==> src/rtl/axi_stream_strip_header_pkg.sv <==
// Shared types and helpers for the AXI-stream header-strip block.
// Holds the FSM state encoding, the byte-count width rule and
// the keep popcount and count-to-mask helpers.
package axi_strip_pkg;

  // Widest beat the helpers handle, in bytes (512-bit data).
  localparam int MAX_BYTES = 64;

  typedef enum logic [1:0] {
    FIRST  = 2'd0,
    STREAM = 2'd1,
    FLUSH  = 2'd2
  } state_t;

  // A count of 0..W needs one bit more than a byte index.
  function automatic int cnt_width(input int byte_cnt_wd);
    return byte_cnt_wd + 1;
  endfunction

  // Number of set keep bits. Callers zero-extend narrower keeps.
  function automatic int unsigned keep_popcount(input logic [MAX_BYTES-1:0] keep);
    int unsigned n;
    n = 0;
    for (int i = 0; i < MAX_BYTES; i++) begin
      n += 32'(keep[i]);
    end
    return n;
  endfunction

  // Keep mask of a w-bit field with its top cnt bits set.
  // The result sits in the low w bits; callers truncate to w.
  function automatic logic [MAX_BYTES-1:0] cnt_to_mask(input int unsigned cnt,
                                                       input int unsigned w);
    logic [MAX_BYTES-1:0] m;
    m = '0;
    for (int unsigned i = 0; i < MAX_BYTES; i++) begin
      if (i < w && i + cnt >= w) m[i] = 1'b1;
    end
    return m;
  endfunction

endpackage

==> src/rtl/axi_stream_strip_header_if.sv <==
// Handshake and data bundle for the header-strip block.
// slave is the view of the strip block itself; master is the view
// of the surrounding link receiver / header and payload consumers.
interface axi_stream_strip_header_if #(
  parameter int DATA_WD      = 32,
  parameter int DATA_BYTE_WD = DATA_WD / 8,
  parameter int BYTE_CNT_WD  = $clog2(DATA_BYTE_WD)
);
  // input stream
  logic                    valid_in;
  logic [DATA_WD-1:0]      data_in;
  logic [DATA_BYTE_WD-1:0] keep_in;
  logic                    last_in;
  logic                    ready_in;
  logic [BYTE_CNT_WD:0]    strip_len;
  // header port
  logic                    hdr_valid;
  logic [DATA_WD-1:0]      hdr_data;
  logic [DATA_BYTE_WD-1:0] hdr_keep;
  logic                    hdr_ready;
  // payload stream
  logic                    valid_out;
  logic [DATA_WD-1:0]      data_out;
  logic [DATA_BYTE_WD-1:0] keep_out;
  logic                    last_out;
  logic                    ready_out;

  modport slave (
    input  valid_in, data_in, keep_in, last_in, strip_len, hdr_ready, ready_out,
    output ready_in, hdr_valid, hdr_data, hdr_keep, valid_out, data_out, keep_out,
           last_out
  );

  modport master (
    output valid_in, data_in, keep_in, last_in, strip_len, hdr_ready, ready_out,
    input  ready_in, hdr_valid, hdr_data, hdr_keep, valid_out, data_out, keep_out,
           last_out
  );
endinterface

==> src/rtl/axi_stream_strip_header_merge.sv <==
// Combinational byte packer: appends the valid input bytes behind the
// residue bytes and splits the result into one MSB-aligned output beat
// and the left-over residue. Both operands must have unused lanes at 0.
module strip_byte_merge #(
  parameter int DATA_WD = 32,
  parameter int CNT_WD  = 3
) (
  input  logic [DATA_WD-1:0] res_data_i,
  input  logic [CNT_WD-1:0]  res_cnt_i,
  input  logic [DATA_WD-1:0] in_data_i,
  input  logic [CNT_WD-1:0]  in_cnt_i,
  output logic [DATA_WD-1:0] beat_o,
  output logic [DATA_WD-1:0] res_data_o,
  output logic [CNT_WD-1:0]  res_cnt_o,
  output logic [CNT_WD:0]    total_o,
  output logic               full_o,
  output logic               ovf_o
);

  localparam logic [CNT_WD:0] W_CNT = (CNT_WD + 1)'(DATA_WD / 8);

  logic [2*DATA_WD-1:0] cat;

  // residue bytes followed by input bytes; a full beat leaves the tail
  // as residue, otherwise everything stays in the residue
  always_comb begin
    total_o    = {1'b0, res_cnt_i} + {1'b0, in_cnt_i};
    cat        = {res_data_i, {DATA_WD{1'b0}}}
               | ({in_data_i, {DATA_WD{1'b0}}} >> {res_cnt_i, 3'b000});
    full_o     = (total_o >= W_CNT);
    ovf_o      = (total_o > W_CNT);
    beat_o     = cat[2*DATA_WD-1 -: DATA_WD];
    res_data_o = full_o ? cat[DATA_WD-1:0] : cat[2*DATA_WD-1 -: DATA_WD];
    res_cnt_o  = full_o ? CNT_WD'(total_o - W_CNT) : CNT_WD'(total_o);
  end

endmodule

==> src/rtl/axi_stream_strip_header.sv <==
// AXI-stream header strip: the first beat's top strip_len bytes go out on
// the header port, the rest of the packet is re-packed into full
// MSB-aligned beats with one beat of lag.
// Optional macro STRIP_HDR_ERR_CNT_EN adds a saturating 16-bit err_cnt
// output counting packets that carried no payload bytes.
//
// state  | meaning
// FIRST  | waiting for the first beat of a packet (header beat)
// STREAM | mid-packet, packing residue + input into full beats
// FLUSH  | tail overflowed the last full beat; residue still to emit
module axi_stream_strip_header
  import axi_strip_pkg::*;
#(
  parameter int DATA_WD      = 32,
  parameter int DATA_BYTE_WD = DATA_WD / 8,
  parameter int BYTE_CNT_WD  = $clog2(DATA_BYTE_WD)
) (
  input  logic clk,
  input  logic rst_n,
  axi_stream_strip_header_if.slave bus
`ifdef STRIP_HDR_ERR_CNT_EN
  ,
  output logic [15:0] err_cnt
`endif
);

  localparam int CNT_WD = cnt_width(BYTE_CNT_WD);

  state_t                  state_q;
  logic                    hdr_valid_q;
  logic [DATA_WD-1:0]      hdr_data_q;
  logic [DATA_BYTE_WD-1:0] hdr_keep_q;
  logic                    valid_out_q;
  logic [DATA_WD-1:0]      data_out_q;
  logic [DATA_BYTE_WD-1:0] keep_out_q;
  logic                    last_out_q;
  logic [DATA_WD-1:0]      res_data_q;
  logic [CNT_WD-1:0]       res_cnt_q;

  logic                    slot_free;
  logic                    hdr_free;
  logic                    rdy_in;
  logic                    acc;
  logic [CNT_WD-1:0]       c_in;
  logic [CNT_WD-1:0]       s_in;
  logic [DATA_WD-1:0]      in_masked;
  logic [DATA_BYTE_WD-1:0] hdr_keep_d;
  logic [DATA_WD-1:0]      hdr_data_d;
  logic [DATA_WD-1:0]      first_res_d;
  logic [CNT_WD-1:0]       first_rcnt_d;
  logic                    empty_pl;
  logic [DATA_BYTE_WD-1:0] first_keep;
  logic [DATA_BYTE_WD-1:0] tail_keep;
  logic [DATA_BYTE_WD-1:0] flush_keep;

  logic [DATA_WD-1:0]      mg_beat;
  logic [DATA_WD-1:0]      mg_res;
  logic [CNT_WD-1:0]       mg_res_cnt;
  logic [CNT_WD:0]         mg_total;
  logic                    mg_full;
  logic                    mg_ovf;

  function automatic logic [DATA_WD-1:0] lanes(input logic [DATA_BYTE_WD-1:0] k);
    logic [DATA_WD-1:0] m;
    m = '0;
    for (int i = 0; i < DATA_BYTE_WD; i++) begin
      m[8*i +: 8] = {8{k[i]}};
    end
    return m;
  endfunction

  // handshakes and first-beat split of header / residue
  always_comb begin
    slot_free = !valid_out_q || bus.ready_out;
    hdr_free  = !hdr_valid_q || bus.hdr_ready;
    case (state_q)
      FIRST:   rdy_in = slot_free && hdr_free;
      STREAM:  rdy_in = slot_free;
      default: rdy_in = 1'b0;
    endcase
    acc          = bus.valid_in && rdy_in;
    c_in         = CNT_WD'(keep_popcount(MAX_BYTES'(bus.keep_in)));
    s_in         = bus.strip_len;
    in_masked    = bus.data_in & lanes(bus.keep_in);
    hdr_keep_d   = DATA_BYTE_WD'(cnt_to_mask(32'(s_in), DATA_BYTE_WD));
    hdr_data_d   = in_masked & lanes(hdr_keep_d);
    first_res_d  = in_masked << {s_in, 3'b000};
    empty_pl     = (c_in <= s_in);
    first_rcnt_d = empty_pl ? '0 : c_in - s_in;
    first_keep   = DATA_BYTE_WD'(cnt_to_mask(32'(first_rcnt_d), DATA_BYTE_WD));
    tail_keep    = DATA_BYTE_WD'(cnt_to_mask(32'(mg_total), DATA_BYTE_WD));
    flush_keep   = DATA_BYTE_WD'(cnt_to_mask(32'(res_cnt_q), DATA_BYTE_WD));
  end

  strip_byte_merge #(
    .DATA_WD (DATA_WD),
    .CNT_WD  (CNT_WD)
  ) u_merge (
    .res_data_i (res_data_q),
    .res_cnt_i  (res_cnt_q),
    .in_data_i  (in_masked),
    .in_cnt_i   (c_in),
    .beat_o     (mg_beat),
    .res_data_o (mg_res),
    .res_cnt_o  (mg_res_cnt),
    .total_o    (mg_total),
    .full_o     (mg_full),
    .ovf_o      (mg_ovf)
  );

  // packet FSM with registered header, payload and residue
  always_ff @(posedge clk or negedge rst_n) begin
    if (!rst_n) begin
      state_q     <= FIRST;
      hdr_valid_q <= 1'b0;
      hdr_data_q  <= '0;
      hdr_keep_q  <= '0;
      valid_out_q <= 1'b0;
      data_out_q  <= '0;
      keep_out_q  <= '0;
      last_out_q  <= 1'b0;
      res_data_q  <= '0;
      res_cnt_q   <= '0;
    end else begin
      if (hdr_valid_q && bus.hdr_ready) hdr_valid_q <= 1'b0;
      if (valid_out_q && bus.ready_out) valid_out_q <= 1'b0;
      case (state_q)
        FIRST: begin
          if (acc) begin
            hdr_valid_q <= 1'b1;
            hdr_data_q  <= hdr_data_d;
            hdr_keep_q  <= hdr_keep_d;
            if (!bus.last_in) begin
              res_data_q <= first_res_d;
              res_cnt_q  <= first_rcnt_d;
              state_q    <= STREAM;
            end else begin
              res_data_q <= '0;
              res_cnt_q  <= '0;
              if (!empty_pl) begin
                valid_out_q <= 1'b1;
                data_out_q  <= first_res_d;
                keep_out_q  <= first_keep;
                last_out_q  <= 1'b1;
              end
            end
          end
        end
        STREAM: begin
          if (acc) begin
            if (bus.last_in) begin
              valid_out_q <= 1'b1;
              data_out_q  <= mg_beat;
              if (mg_ovf) begin
                keep_out_q <= '1;
                last_out_q <= 1'b0;
                res_data_q <= mg_res;
                res_cnt_q  <= mg_res_cnt;
                state_q    <= FLUSH;
              end else begin
                keep_out_q <= tail_keep;
                last_out_q <= 1'b1;
                res_data_q <= '0;
                res_cnt_q  <= '0;
                state_q    <= FIRST;
              end
            end else begin
              res_data_q <= mg_res;
              res_cnt_q  <= mg_res_cnt;
              if (mg_full) begin
                valid_out_q <= 1'b1;
                data_out_q  <= mg_beat;
                keep_out_q  <= '1;
                last_out_q  <= 1'b0;
              end
            end
          end
        end
        FLUSH: begin
          if (slot_free) begin
            valid_out_q <= 1'b1;
            data_out_q  <= res_data_q;
            keep_out_q  <= flush_keep;
            last_out_q  <= 1'b1;
            res_data_q  <= '0;
            res_cnt_q   <= '0;
            state_q     <= FIRST;
          end
        end
        default: state_q <= FIRST;
      endcase
    end
  end

`ifdef STRIP_HDR_ERR_CNT_EN
  logic [15:0] err_cnt_q;

  // saturating count of packets whose single beat held only header bytes
  always_ff @(posedge clk or negedge rst_n) begin
    if (!rst_n) begin
      err_cnt_q <= '0;
    end else if (state_q == FIRST && acc && bus.last_in && empty_pl
                 && err_cnt_q != 16'hFFFF) begin
      err_cnt_q <= err_cnt_q + 16'd1;
    end
  end

  assign err_cnt = err_cnt_q;
`endif

  assign bus.ready_in  = rdy_in;
  assign bus.hdr_valid = hdr_valid_q;
  assign bus.hdr_data  = hdr_data_q;
  assign bus.hdr_keep  = hdr_keep_q;
  assign bus.valid_out = valid_out_q;
  assign bus.data_out  = data_out_q;
  assign bus.keep_out  = keep_out_q;
  assign bus.last_out  = last_out_q;

endmodule

==> src/flat_wrapper.sv <==
// flat-port wrapper written by rule: the top's interface ports become plain ports
module axi_stream_strip_header_flat import axi_strip_pkg::*;
#(
  parameter int DATA_WD      = 32,
  parameter int DATA_BYTE_WD = DATA_WD / 8,
  parameter int BYTE_CNT_WD  = $clog2(DATA_BYTE_WD)
)
  (clk, rst_n, bus_valid_in, bus_data_in, bus_keep_in, bus_last_in, bus_strip_len, bus_hdr_ready, bus_ready_out, bus_ready_in, bus_hdr_valid, bus_hdr_data, bus_hdr_keep, bus_valid_out, bus_data_out, bus_keep_out, bus_last_out);
  axi_stream_strip_header_if #(.DATA_WD(DATA_WD), .DATA_BYTE_WD(DATA_BYTE_WD), .BYTE_CNT_WD(BYTE_CNT_WD)) bus_i ();
  input  logic clk;
  input  logic rst_n;
  input wire logic [$bits(bus_i.valid_in)-1:0] bus_valid_in;
  input wire logic [$bits(bus_i.data_in)-1:0] bus_data_in;
  input wire logic [$bits(bus_i.keep_in)-1:0] bus_keep_in;
  input wire logic [$bits(bus_i.last_in)-1:0] bus_last_in;
  input wire logic [$bits(bus_i.strip_len)-1:0] bus_strip_len;
  input wire logic [$bits(bus_i.hdr_ready)-1:0] bus_hdr_ready;
  input wire logic [$bits(bus_i.ready_out)-1:0] bus_ready_out;
  output wire logic [$bits(bus_i.ready_in)-1:0] bus_ready_in;
  output wire logic [$bits(bus_i.hdr_valid)-1:0] bus_hdr_valid;
  output wire logic [$bits(bus_i.hdr_data)-1:0] bus_hdr_data;
  output wire logic [$bits(bus_i.hdr_keep)-1:0] bus_hdr_keep;
  output wire logic [$bits(bus_i.valid_out)-1:0] bus_valid_out;
  output wire logic [$bits(bus_i.data_out)-1:0] bus_data_out;
  output wire logic [$bits(bus_i.keep_out)-1:0] bus_keep_out;
  output wire logic [$bits(bus_i.last_out)-1:0] bus_last_out;
  assign bus_i.valid_in = bus_valid_in;
  assign bus_i.data_in = bus_data_in;
  assign bus_i.keep_in = bus_keep_in;
  assign bus_i.last_in = bus_last_in;
  assign bus_i.strip_len = bus_strip_len;
  assign bus_i.hdr_ready = bus_hdr_ready;
  assign bus_i.ready_out = bus_ready_out;
  assign bus_ready_in = bus_i.ready_in;
  assign bus_hdr_valid = bus_i.hdr_valid;
  assign bus_hdr_data = bus_i.hdr_data;
  assign bus_hdr_keep = bus_i.hdr_keep;
  assign bus_valid_out = bus_i.valid_out;
  assign bus_data_out = bus_i.data_out;
  assign bus_keep_out = bus_i.keep_out;
  assign bus_last_out = bus_i.last_out;
  axi_stream_strip_header #(.DATA_WD(DATA_WD), .DATA_BYTE_WD(DATA_BYTE_WD), .BYTE_CNT_WD(BYTE_CNT_WD)) u_core (.clk(clk), .rst_n(rst_n), .bus(bus_i));
endmodule
==> config.mk <==
export PLATFORM = sky130hd
export DESIGN_NAME = axi_stream_strip_header_flat
export DESIGN_NICKNAME = d
export VERILOG_FILES = /design/src/rtl/axi_stream_strip_header_pkg.sv /design/src/rtl/axi_stream_strip_header_if.sv /design/src/rtl/axi_stream_strip_header_merge.sv /design/src/rtl/axi_stream_strip_header.sv /design/src/flat_wrapper.sv
export SDC_FILE = /design/constraint.sdc
export NUM_CORES = 1
export LEC_CHECK = 0
export CAP_MARGIN = 20
export CORE_UTILIZATION = 50
export CTS_CLUSTER_DIAMETER = 40
export CTS_CLUSTER_SIZE = 8
export DETAILED_ROUTE_END_ITERATION = 6
export PLACE_DENSITY = 0.84
export SYNTH_ARGS = -nofsm -noshare
export SYNTH_HDL_FRONTEND = slang
export SYNTH_SLANG_ARGS = --single-unit
export TNS_END_PERCENT = 20
==> constraint.sdc <==
create_clock -name clk -period 5 [get_ports clk]
set_input_delay 1 -clock clk [delete_from_list [all_inputs] [get_ports clk]]
set_output_delay 1 -clock clk [all_outputs]
set_load 0.02 [all_outputs]
# Word-level counts from Yosys, hierarchy flattened
# Index checks and enable logic that the tools add are counted.
# totals
inputBits	45
word_cells	155
register_bits	112
out_inout_bits	76
# classes
n_eq_ne	10
addsub	18
mux	79
bitwise_logic	3
reduce_logical	14
n_shift	2
n_lt_le_gt_ge	19
# op_table
operator	count
$mux W32	14
$ge A32 B3 Y1 const B	12
$pmux W32 S3	2
$and A32 B32 Y32	2
$or A64 B64 Y64	1
$shr A64 B6 Y64	1
$mux W1	35
$mux W4	8
$shl A32 B6 Y32	1
$add A2 B3 Y4 const A	6
$mux W3	8
$add A1 B3 Y4 const A	3
$mux W2	6
$pmux W4 S3	1
$add A2 B4 Y5 const A	2
$ge A3 B3 Y1 const B	3
$pmux W3 S3	1
$ge A4 B3 Y1 const B	2
$ne A2 B2 Y1 const B	4
$reduce_and A7 Y1	1
$add A3 B1 Y3	2
$ne A2 B1 Y1 const B	3
$pmux W1 S3	2
$pmux W2 S3	1
19 further kinds	24

# Longest topological paths before layout
# logic_depth
word_depth	12
ltp_mapped	16
ltp_nobuf	15

# Cells and area by module
# From an unflattened synthesis, not the netlist that was laid out.
# unflattened
hier_cells	1006
hier_area_um2	8046.5
# by_module_without_submodules
module	area_per_inst_um2	cells_each	seq_area_each_um2	instances
axi_stream_strip_header	6298.5	739	2802.7	1
strip_byte_merge	1747.9	267	0.0	1

# Worst setup path after synthesis
# OpenSTA, ideal clock, no wires.
# synth_path
path_kind	input port to flip-flop
start	input port bus_keep_in[2]
end	register u_core.res_data_q[7]
path_buffers	2
path_stages	16
setup_slack_ns	0.778
setup_ns	0.119
required_ns	4.881
arrival_time_ns	4.103
path_cell_list	clkbuf_1 inv_1 fa_1 inv_1 ha_1 inv_1 fa_1 xnor2_2 ha_1 inv_1 o21ai_2 nand3_1 nand2_1 clkbuf_1 o221ai_1 o21a_1
# synth_between
elab_chain_len	9
elab_cells_between_ends	16
classes_between	add/sub (3); order compare (2); shift (2); mux (7); bitwise (2)
# synth_lines
item	line	source
start, declared	flat_wrapper.sv:14	input wire logic [$bits(bus_i.keep_in)-1:0] bus_keep_in;
$add A3 B1 Y3 (2 in series)	axi_stream_strip_header_pkg.sv:25	n += 32'(keep[i]);
$add A3 B3 Y4	axi_stream_strip_header_merge.sv:27	total_o = {1'b0, res_cnt_i} + {1'b0, in_cnt_i};
$ge A4 B3 Y1	axi_stream_strip_header_merge.sv:30	full_o = (total_o >= W_CNT);
$mux W32	axi_stream_strip_header_merge.sv:33	res_data_o = full_o ? cat[DATA_WD-1:0] : cat[2*DATA_WD-1 -: DATA_WD];
$mux W32	axi_stream_strip_header.sv:154	if (mg_ovf) begin
$mux W32	axi_stream_strip_header.sv:151	if (bus.last_in) begin
$mux W32	axi_stream_strip_header.sv:150	if (acc) begin
$pmux W32 S3 (*)	axi_stream_strip_header.sv:127	case (state_q)
end signal, assigned	axi_stream_strip_header.sv:134	res_data_q <= first_res_d;
end signal, assigned	axi_stream_strip_header.sv:157	res_data_q <= mg_res;
end signal, assigned	axi_stream_strip_header.sv:168	res_data_q <= mg_res;
end, declared	axi_stream_strip_header.sv:37	logic [DATA_WD-1:0] res_data_q;
# Every way passes the cells marked *; elsewhere a longest branch is shown, timed or not. The select of a mux whose other input is x is not followed.
# A chain may end at the register's enable or synchronous reset.

# Final worst setup path
# layout_path
start	input port bus_keep_in[1]
end	register u_core.res_data_q[17]
# layout_between
elab_chain_len	10
elab_cells_between_ends	17
classes_between	add/sub (4); order compare (2); shift (2); mux (7); bitwise (2)
# layout_lines
item	line
$add A1 B1 Y2	axi_stream_strip_header_pkg.sv:25
$add A3 B1 Y3 (2 in series)	axi_stream_strip_header_pkg.sv:25
$add A3 B3 Y4	axi_stream_strip_header_merge.sv:27
$ge A4 B3 Y1	axi_stream_strip_header_merge.sv:30
$mux W32	axi_stream_strip_header_merge.sv:33
$mux W32	axi_stream_strip_header.sv:154
$mux W32	axi_stream_strip_header.sv:151
$mux W32	axi_stream_strip_header.sv:150
$pmux W32 S3 (*)	axi_stream_strip_header.sv:127
# Marked as above.

==> reports/results.ini <==
[clocking]
cts_tree = yes
cts.sinks = 112
numCtsBuffers = 9
ctsRootBufferMaster = clkbuf_16
htree_levels = 3
clkTransAtPathRegs_ns = 0.07
cts_setup_buffers = 0
cts_resized = 0
cts_hold_buffers = 0
clock_latency_ns = 0.37
cts.path.max_buffers = 2

[timing]
final-setup-viol-count = 0
period_needed_ns = 4.51
setup_tns_ns = 0
max_freq_mhz = 222
hold_viol = 0
min_period_over_period = 0.902
max_slew.worst_pin.slew_ns = 1.12
grt_setup_unrepaired = no
slew_viol_final = 0
skew_ns = 0.0125
slew_headroom = 0.249

[synth]
synthTopCellsByCount = nand2_1 (130), o21ai_0 (115), dfrtp_1 (112)
synth_seq_cells = 112
synth_compound_area_frac = 0.313
synth_top_family_by_area = compound AO/OA/AOI/OAI gates
yosysMostFrequentCell = nand2_1
synth.area.mux_share = 0.0357
synth_area_um2 = 7470
synth_top_area_share = 0.375
synthTopCellsByArea = dfrtp_1 (38%), o21ai_0 (7.7%), nand2_1 (6.5%)
synth_fa_ha_area_frac = 0.0315
synth_flop_cell = dfrtp_1
synth_xor_area_frac = 0.00452
syn_avg_cell_area_um2 = 8.26
syn_nets = 966
synthDistinctLibCells = 64
ys_seq_area_frac = 0.375
synth_cells = 904
synth_top_area_cell = dfrtp_1
ys_warn_count = 0
synth-edff-count = 0
synth_simple_gate_area_frac = 0.185
async_reset_ff_frac = 1.00

[setup_path]
path_max_fanout = 12
critPathArrivalTime_ns = 4.76
end_kind = flip-flop
setup.worst_path.class = in2reg
r2r_cells = 9
startpoint_type = primary input
crit_required_ns = 5.25

[pwr]
fin_total_pwr_mw = 5.54
leakagePower_nw = 3.65
irDropWorstVdd_v = 0.000397
power.density_nw_per_um2 = 609

[grt]
antenna_found_initial = 0
grt_usage = 0.346
grt_first_pass_wirelength_um = 42000
grt-ovfl-total = 0
grt_pass1_vias = 7532
grt_max_degree = 77

[floorplan]
pin_count = 121
floorplan.die.height_um = 124
start_util = 0.514
rows = 44
die-area_um2 = 15400
die_w_um = 124
core_area_um2 = 14500

[detailed_routing]
route.vias.total = 7967
wl_per_cell_um = 22.4
routed_wl_um = 26300
route.detailed.drc = 0
first_pass_iters = 7
drt_iter0_markers = 1378
vias_per_cell = 6.81
ant_nets = 0

[min_path]
whs_path_depth = 2
hp-class = reg2reg

[finish]
nets = 1043
finalNonFillerCells = 1170
nFillCells = 1269
post-route-util = 0.626
layout-drive-gt1-share = 0.0791
syn_to_final_growth_pct = 21.9
diodes = 0

[run]
drv_cap = 0

[placement]
finalWeightedCongestion = 0.997
place_hpwl_um = 18600
placedCellCount = 1153
portBuffers = 120

[outcome]
outcome = completed

## flip-flops by register name, summed over array words and instances, names as in the netlist
register              cells
u_core.bus.hdr_keep       4
u_core.bus.hdr_data      32
u_core.bus.data_out      32
u_core.res_data_q        32
u_core.state_q            2
u_core.bus.valid_out      1
u_core.bus.last_out       1
u_core.bus.hdr_valid      1
u_core.bus.keep_out       4
u_core.res_cnt_q          3
## cells by family (layout without fill, tap and decap cells)
| family | after synthesis | in the layout |
|---|---|---|
| fa+ha+maj | 17 | 17 |
| flops | 112 | 112 |
| simple gates | 305 | 305 |
| mux | 21 | 21 |
| compound gates | 343 | 343 |
| buf+inv | 103 | 185 |
| xor+xnor | 3 | 3 |
## metal layers
| metal | share of wire | GRT usage | vias to the layer above |
|---|---|---|---|
| met5 | 0 | 0 | - |
| met4 | 0.053 | 0.199 | 0 |
| met3 | 0.12 | 0.0802 | 109 |
| met2 | 0.44 | 0.506 | 583 |
| met1 | 0.39 | 0.468 | 3728 |
| li1 | - | - | 3547 |
## through the flow
stage / instance area [µm²] / worst slack, ns / hold slack, ns
2_1_floorplan: 7470 / 0.778 / 0.473
3_3_place_gp: 8780 / 0.216 / 0.461
3_5_place_dp: 8780 / 0.173 / 0.469
4_1_cts: 9100 / 0.547 / 0.487
5_1_grt: 9100 / 0.254 / 0.512
6_report: 9100 / 0.490 / 0.480
## where the power goes
group	leakage, nW	internal, mW	switching [mW]
Sequential	1.48	1.27	0.236
Combinational	2.02	1.28	1.98
Clock	0.154	0.400	0.386
## final cells by class
type                            count  area, µm²  share of cell area
Clock buffer                        9        225              0.0247
Timing Repair Buffer              147       1390               0.153
Sequential cell                   112       2800               0.308
Multi-Input combinational cell    689       4280               0.470
Tap cell                          184        230              0.0253
Clock inverter                      7       86.3             0.00949
Inverter                           22       82.6             0.00907
## placed cells by master (no fill, tap or decap), drive strengths merged, types with 6 or more instances in the layout
cell type	count
nor3	35
o21ai	117
clkdlybuf4s50	118
and2	6
inv	26
ha	14
o211ai	7
o21a	11
a22oi	11
nor2	46
nand2	130
nand3	44
o221ai	8
o22a	13
a21oi	46
nor2b	6
mux2	15
buf	28
or2	6
and3	10
o31ai	20
a221oi	23
a211oi	10
dfrtp	112
clkbuf	10
a221o	22
a31oi	17
## path summary, 6_finish.rpt
path / startpoint / endpoint / slack, ns
max: bus_keep_in[1] / u_core.res_data_q[17] / 0.49
min: u_core.bus.data_out[22] / u_core.bus.data_out[22] / 0.48
max reg2reg: u_core.res_cnt_q[1] / u_core.res_data_q[17] / 1.79
min reg2reg: u_core.bus.data_out[22] / u_core.bus.data_out[22] / 0.48
max in group asynchronous: rst_n / u_core.bus.data_out[12] / 3.14
min in group asynchronous: rst_n / u_core.bus.hdr_data[13] / 0.79
## worst max-delay path, stage by stage
cell and delay, ns:
clkdlybuf4s50_1 0.55, ha_1 0.27, inv_1 0.09, fa_1 0.46, inv_1 0.08, ha_1 0.17, inv_1 0.06, fa_1 0.43
nor2b_1 0.25, a21oi_1 0.14, or2_1 0.42, and3_1 0.23, a221o_1 0.26, a221o_1 0.34
Power figures use the tool's default switching activity.
